`src/rtl/x_load_packer.sv`:
```
// x_load_packer: registers the pad inputs, detects a frame start edge,
// and packs incoming bytes little-endian into memory words.
module x_load_packer #(
  parameter int DATA_W  = 8,
  parameter int PACK    = 4,
  parameter int N_BYTES = 64,
  parameter int ADDR_W  = 4
) (
  input  logic                     clk,
  input  logic                     rst,
  input  logic                     start_in,
  input  logic                     valid_input,
  input  logic [DATA_W-1:0]        X_load,
  output logic                     wr_en,
  output logic [ADDR_W-1:0]        wr_addr,
  output logic [DATA_W*PACK-1:0]   wr_data,
  output logic                     busy,
  output logic                     load_done
);

  localparam int BCW = (PACK > 1) ? $clog2(PACK) : 1;
  localparam logic [BCW-1:0] LAST_BYTE =
    BCW'(PACK - 1);
  localparam logic [ADDR_W-1:0] LAST_WORD =
    ADDR_W'(N_BYTES / PACK - 1);

  typedef enum logic {
    IDLE = 1'b0,
    LOAD = 1'b1
  } state_e;

  state_e state_q, state_d;

  logic              in_start_q;
  logic              in_start_d_q;
  logic              in_valid_q;
  logic [DATA_W-1:0] in_byte_q;

  logic [BCW-1:0]    byte_cnt_q, byte_cnt_d;
  logic [ADDR_W-1:0] word_cnt_q, word_cnt_d;

  logic [PACK-2:0][DATA_W-1:0] lane_q, lane_d;

  logic                   wr_en_q, wr_en_d;
  logic [ADDR_W-1:0]      wr_addr_q, wr_addr_d;
  logic [DATA_W*PACK-1:0] wr_data_q, wr_data_d;
  logic                   busy_q, busy_d;
  logic                   done_q, done_d;

  logic start_pulse;
  logic last_byte;
  logic last_word;

  // A start edge coinciding with the done pulse is not a new frame.
  assign start_pulse = in_start_q & ~in_start_d_q & ~done_q;
  assign last_byte   = (byte_cnt_q == LAST_BYTE);
  assign last_word   = (word_cnt_q == LAST_WORD);

  // Pad input capture and start edge history.
  always_ff @(posedge clk or negedge rst) begin
    if (!rst) begin
      in_start_q   <= 1'b0;
      in_start_d_q <= 1'b0;
      in_valid_q   <= 1'b0;
      in_byte_q    <= '0;
    end else begin
      in_start_q   <= start_in;
      in_start_d_q <= in_start_q;
      in_valid_q   <= valid_input;
      in_byte_q    <= X_load;
    end
  end

  // FSM state register.
  always_ff @(posedge clk or negedge rst) begin
    if (!rst) begin
      state_q <= IDLE;
    end else begin
      state_q <= state_d;
    end
  end

  // FSM next state: leave LOAD only on the final byte of the frame.
  always_comb begin
    state_d = state_q;
    unique case (state_q)
      IDLE: if (start_pulse) state_d = LOAD;
      LOAD: begin
        if (in_valid_q && last_byte && last_word) begin
          state_d = IDLE;
        end
      end
      default: state_d = IDLE;
    endcase
  end

  // FSM outputs and datapath next state.
  always_comb begin
    byte_cnt_d = byte_cnt_q;
    word_cnt_d = word_cnt_q;
    lane_d     = lane_q;
    wr_en_d    = 1'b0;
    done_d     = 1'b0;
    wr_addr_d  = wr_addr_q;
    wr_data_d  = wr_data_q;
    busy_d     = busy_q;
    unique case (state_q)
      IDLE: begin
        if (start_pulse) begin
          byte_cnt_d = '0;
          word_cnt_d = '0;
          busy_d     = 1'b1;
        end
      end
      LOAD: begin
        if (in_valid_q) begin
          if (!last_byte) begin
            lane_d[byte_cnt_q] = in_byte_q;
            byte_cnt_d = byte_cnt_q + 1'b1;
          end else begin
            wr_en_d    = 1'b1;
            wr_addr_d  = word_cnt_q;
            wr_data_d  = {in_byte_q, lane_q};
            byte_cnt_d = '0;
            word_cnt_d = word_cnt_q + 1'b1;
            if (last_word) begin
              word_cnt_d = '0;
              done_d     = 1'b1;
              busy_d     = 1'b0;
            end
          end
        end
      end
      default: ;
    endcase
  end

  // Datapath and registered outputs.
  always_ff @(posedge clk or negedge rst) begin
    if (!rst) begin
      byte_cnt_q <= '0;
      word_cnt_q <= '0;
      lane_q     <= '0;
      wr_en_q    <= 1'b0;
      wr_addr_q  <= '0;
      wr_data_q  <= '0;
      busy_q     <= 1'b0;
      done_q     <= 1'b0;
    end else begin
      byte_cnt_q <= byte_cnt_d;
      word_cnt_q <= word_cnt_d;
      lane_q     <= lane_d;
      wr_en_q    <= wr_en_d;
      wr_addr_q  <= wr_addr_d;
      wr_data_q  <= wr_data_d;
      busy_q     <= busy_d;
      done_q     <= done_d;
    end
  end

  assign wr_en     = wr_en_q;
  assign wr_addr   = wr_addr_q;
  assign wr_data   = wr_data_q;
  assign busy      = busy_q;
  assign load_done = done_q;

endmodule

```
`config.mk`:
```
export PLATFORM = sky130hd
export DESIGN_NAME = x_load_packer
export DESIGN_NICKNAME = d
export VERILOG_FILES = /design/src/rtl/x_load_packer.sv
export SDC_FILE = /design/constraint.sdc
export NUM_CORES = 1
export LEC_CHECK = 0
export CORE_MARGIN = 2
export CORE_UTILIZATION = 25
export CTS_BUF_LIST = sky130_fd_sc_hd__clkbuf_4 sky130_fd_sc_hd__clkbuf_8
export CTS_CLUSTER_DIAMETER = 120
export DETAILED_ROUTE_END_ITERATION = 8
export PLACE_DENSITY = 0.54
export SYNTH_ARGS = -nofsm -noshare
export SYNTH_HDL_FRONTEND = slang
export SYNTH_SLANG_ARGS = --single-unit
```
`constraint.sdc`:
```
create_clock -name clk -period 1.6 [get_ports clk]
set_clock_uncertainty 0.05 [all_clocks]
set_input_delay 0.16 -clock clk [delete_from_list [all_inputs] [get_ports clk]]
set_output_delay 0.16 -clock clk [all_outputs]
set_load 0.01 [all_outputs]
```
======== After elaboration in Yosys (flattened, before gate mapping) ========
Index checks and enable logic that the tools add are counted.
storage, ports and cells
  word-level logic and storage cells ...... 66
  input bits .............................. 12
  flip-flop bits (word level) ............. 81
cells by class
  bitwise gates (word level) .............. 6
  muxes and demuxes ....................... 27
  add/sub/neg operators ................... 2
  order comparisons ....................... 2
  equality and inequality tests ........... 6
  reduce and logical (&&, ||, !) cells .... 8
operator list
  cell                   count
  $bwmux W24             1
  $demux W8 S2           1
  $mux W4                4
  $mux W1                13
  $reduce_and A3 Y1      3
  $mux W8                1
  $pmux W4 S2            1
  $mux W2                3
  $ne A2 B1 Y1 const B   3
  $add A4 B1 Y4 const B  1
  $eq A4 B4 Y1 const B   1
  $not A1 Y1             4
  $pmux W1 S2            2
  $pmux W2 S2            1
  $reduce_and A4 Y1      1
  $logic_and A1 B1 Y1    3
  $lt A2 B3 Y1 const B   1
  $add A2 B1 Y2 const B  1
  $and A1 B1 Y1          2
  $eq A2 B2 Y1 const B   1
  $ge A2 B1 Y1 const B   1
  $ne A2 B2 Y1 const B   1
  $reduce_and A2 Y1      1

======== Longest topological paths before layout ========
Gate-level depths: netlist of run 1.
  depth after elaboration ................. 5
  depth in mapped cells ................... 5

======== Worst setup path after synthesis of run 1 ========
Ideal clock, no wire load.
  path type ............................... flip-flop to flip-flop
  start point ............................. reg byte_cnt_q[0]
  end point ............................... reg wr_addr_q[2] (netlist: wr_addr[2])
  stages on the path, launching flop included .. 5
  data arrival time ....................... 1.572 ns
  clock period less this slack ............ 1.746 ns
  slack ................................... -0.146 ns
  buffers on the path ..................... 1
  path through ............................ dfrtp_1 -> ha_1 -> nand3_1 -> clkbuf_1 -> mux2_2
between the ends
  longest elaborated chain between the ends .. 2
RTL lines
  what                                RTL line  text
  from (decl)                         39        logic [BCW-1:0] byte_cnt_q, byte_cnt_d;
  from (signal assigned)              150       byte_cnt_q <= byte_cnt_d;
  $eq A2 B2 Y1                        56        assign last_byte = (byte_cnt_q == LAST_BYTE);
  $reduce_and A3 Y1 (no source line)  -
  to (signal assigned)                154       wr_addr_q <= wr_addr_d;
  to (decl)                           45        logic [ADDR_W-1:0] wr_addr_q, wr_addr_d;
Every way passes these cells.
A chain may end at the register's enable or synchronous reset.

======== Final worst setup path of run 1 ========
  start point ............................. reg byte_cnt_q[0]
  end point ............................... reg lane_q[20] (netlist name)
between the ends
  longest elaborated chain between the ends .. 5
  elaborated cells on any way between the ends .. 9
  classes of those cells .................. order compare: 2; eq/ne: 1; mux: 3; bitwise: 1; reduce/logical: 2
RTL lines
  what                                                                RTL line  text
  $lt A2 B3 Y1 (not written as such) or $ge A2 B1 Y1 (tied branches)  118       lane_d[byte_cnt_q] = in_byte_q;
  $logic_and A1 B1 Y1 (not written as such)                           118
  $mux W8 (not written as such)                                       118
  $demux W8 S2                                                        118
  $bwmux W24                                                          118
  to (signal assigned)                                                152       lane_q <= lane_d;
  to (decl)                                                           42        logic [PACK-2:0][DATA_W-1:0] lane_q, lane_d;
Several ways; a longest one is shown, not always the timed one.

==> flow_metrics.env, run 1 <==
export IMPL_setup_viol=0
export IMPL_die_w_um=114
export IMPL_clockRootBuffer="clkbuf_8"
export IMPL_final_fill_count=1171
export IMPL_mostFrequentLayoutCells="dfrtp_1, mux2_2, clkdlybuf4s50_1"
export IMPL_syn_to_final_growth_pct=35.6
export IMPL_finalNetCount=281
export IMPL_die_area_mm2=0.0129
export IMPL_drt_first_iter_violations=58
export IMPL_num_io_pins=51
export IMPL_slowest_stage="dfrtp_1"
export IMPL_r2r_cells=4
export IMPL_cap_violations=0
export IMPL_syn_nets=213
export IMPL_worst_path_buf_inv=0
export IMPL_dr_pass1_iters=4
export IMPL_max_slew_margin=0.700
export IMPL_grt_max_degree=82
export IMPL_timing_critical_path_to="lane_q[20]"
export IMPL_placed_cells=398
export IMPL_antenna_found_initial=0
export IMPL_reg2reg_to="lane_q[20]"
export IMPL_overflow=0
export IMPL_reg2reg_slack_ns=0.07
export IMPL_cts_sinks=81
export IMPL_hp_start="X_load[0]"
export IMPL_finalNonFillerCells=413
export IMPL_stdcell_area_mm2=0.00409
export IMPL_initial_core_util=0.253
export IMPL_timing_hold_ws_ns=0.190
export IMPL_wl_per_cell_um=13.8
export IMPL_p_leak_nw=1.79
export IMPL_finalHoldViolations=0
export IMPL_synthCells=195
export IMPL_intPower_mw=5.66
export IMPL_vias=1792
export IMPL_cp_end_kind="flop"
export IMPL_r2r_start="byte_cnt_q[0]"
export IMPL_antenna_cells=0
export IMPL_combPwrFrac=0.341
export IMPL_p_total_mw=7.74
export IMPL_path_max_fanout=8
export IMPL_drc=0
export IMPL_cts_tree="yes"
export IMPL_setup_ws_ns=0.0680
export IMPL_drtAntennaViolNets=0
export IMPL_grt_pass1_wl_um=9670
export IMPL_die_h_um=114
export IMPL_p_switching_mw=2.08
export IMPL_yosys_warnings=0
export IMPL_portBuffers=50
export IMPL_post_place_ws_ns=0.0214
export IMPL_routed_via_density=4.34
export IMPL_crit_type="reg2reg"
export IMPL_slowest_delay_ns=0.38
export IMPL_crit_cells=4
export IMPL_hold_class="in2reg"
export IMPL_finalMaxSlewViolations=0
export IMPL_status="finished clean"
export IMPL_crit_path_cell_trace="ha_2 > and3b_2 > nand2_2 > mux2_1"
export IMPL_fmax_mhz=653
export IMPL_path_clk_slew_ns=0.08
export IMPL_critPathLaunchType="flop"
export IMPL_drt_total_wl_um=5710
export IMPL_grt_usage=0.0992
export IMPL_seqPwrFrac=0.431
export IMPL_cp_arrival_ns=1.71
export IMPL_grt_pass1_vias=1821
export IMPL_clk_path_buf_depth=2
export IMPL_htree_levels=3
export IMPL_ys_seq_elements=81
export IMPL_ir_drop_mv=0.681
export IMPL_globalplace_congestion=0.715
export IMPL_min_period_over_period=0.957
export IMPL_ys_seq_area_frac=0.673
export IMPL_synth_area_mm2=0.00301
export IMPL_final_common_cell="dfrtp_1"
export IMPL_avgSynthCellArea_um2=15.5
export IMPL_tightest_slew_ns=0.450
export IMPL_hpwl_um=3890
export IMPL_placed_cell_area_mm2=0.00382
export IMPL_finish_utilization=0.343
export IMPL_worstSkewPairLatency_ns=0.35
export IMPL_setup_tns_ns=0
export IMPL_worstSetupStartpoint="byte_cnt_q[0]"
export IMPL_drive_gt1_frac=0.350
export IMPL_power_density_mw_per_mm2=1890
export IMPL_fin_crit_ns=1.53
export IMPL_rows=40
export IMPL_netlist_cell_type_count=21
export IMPL_min_path_cells=1
export IMPL_worstPathRequired_ns=1.78
export IMPL_core_mm2=0.0119
export IMPL_critPathTopFamily="simple AND/OR/NAND/NOR gates"
export IMPL_rsz0062_at_grt="false"
export IMPL_pwr_share_clk=0.227
export IMPL_swShare=0.269
export IMPL_numCtsBuffers=9
[power by group through the flow]
| stage | Sequential [mW] | Clock, mW | Combinational (mW) |
|---|---|---|---|
| after floorplan | 3.51 | 0 | 1.10 |
| after global placement | 3.38 | 0 | 2.61 |
| after global routing | 3.46 | 1.94 | 2.85 |
| final | 3.34 | 1.76 | 2.64 |
| after detailed placement | 3.40 | 0 | 2.66 |
| after CTS | 3.36 | 1.83 | 2.67 |
[state kept, by name, summed over array words and instances, names as in the netlist]
register,flops
wr_en,1
in_byte_q,8
in_start_d_q,1
byte_cnt_q,2
lane_q,24
wr_data,32
load_done,1
in_valid_q,1
wr_addr,4
in_start_q,1
busy,1
word_cnt_q,4
state_q,1
[cell usage after synthesis, drive strengths merged]
library cell	number	area share
o21ai	3	0.0050
a21oi	1	0.0017
mux2	59	0.22
o22ai	1	0.0021
nand4b	1	0.0029
o211ai	1	0.0025
and3	1	0.0021
or4b	1	0.0033
nand3	12	0.020
ha	6	0.025
o31ai	1	0.0025
nor2	1	0.0012
nand2	11	0.014
a211o	1	0.0029
a32oi	1	0.0029
dfrtp	81	0.67
buf	3	0.0050
and3b	1	0.0029
clkbuf	4	0.0050
inv	5	0.0062
[worst register-to-register path, delay by kind of cell, from the launching register on]
family	cells	cell delay, ns
muxes	1	0.35
adders and majority gates	1	0.21
and+or+nand+nor	2	0.43
DFF	1	0.38
[what timing repair did]
| item | 4_1_cts | 5_1_grt |
|---|---|---|
| hold buffers | 1 | 0 |
| resized for setup | 0 | 6 |
| hold endpoints to repair | 81 | 0 |
| buffers inserted | 0 | 0 |
| setup endpoints to repair | 0 | 20 |
[area by class of cell]
cell class | count | area, um^2 | share of cell area
inverters | 5 | 18.8 | 0.00459
flip-flops and latches | 81 | 2030 | 0.496
well taps | 147 | 184 | 0.0450
repair buffers | 64 | 663 | 0.162
clock buffers | 11 | 145 | 0.0355
multi-input cells | 102 | 957 | 0.234
clock inverters | 3 | 90.1 | 0.0221
[layer usage]
metal / share of wire / track usage / wire length, um
met1: 0.46 / 0.129 / 2650
met5: 0 / 0 / 0
met4: 0.018 / 0.0415 / 100
met3: 0.047 / 0.0372 / 270
met2: 0.47 / 0.149 / 2690
[worst min path at each step]
stage / end / slack (ns)
after floorplan: busy / -0.19
after global placement: in_start_q / 0.18
after detailed placement: wr_en / 0.18
after CTS: in_byte_q[6] / 0.17
after global routing: in_byte_q[6] / 0.16
final: in_byte_q[0] / 0.19
[cells by family after synthesis]
group	synth area share
buf+inv	0.0162
mux	0.221
compound gates	0.0195
flops	0.673
simple gates	0.0461
fa+ha+maj	0.0249
Power figures use the tool's default switching activity.
==> run 2, diff against run 1 <==
--- a/config.mk
+++ b/config.mk
@@ -11,6 +11,7 @@
 export CTS_CLUSTER_DIAMETER = 120
 export DETAILED_ROUTE_END_ITERATION = 8
 export PLACE_DENSITY = 0.54
+export SLEW_MARGIN = 20
 export SYNTH_ARGS = -nofsm -noshare
 export SYNTH_HDL_FRONTEND = slang
 export SYNTH_SLANG_ARGS = --single-unit
==> results of run 2 <==
Final layout, timing and power as in run 1 (identical DEF).
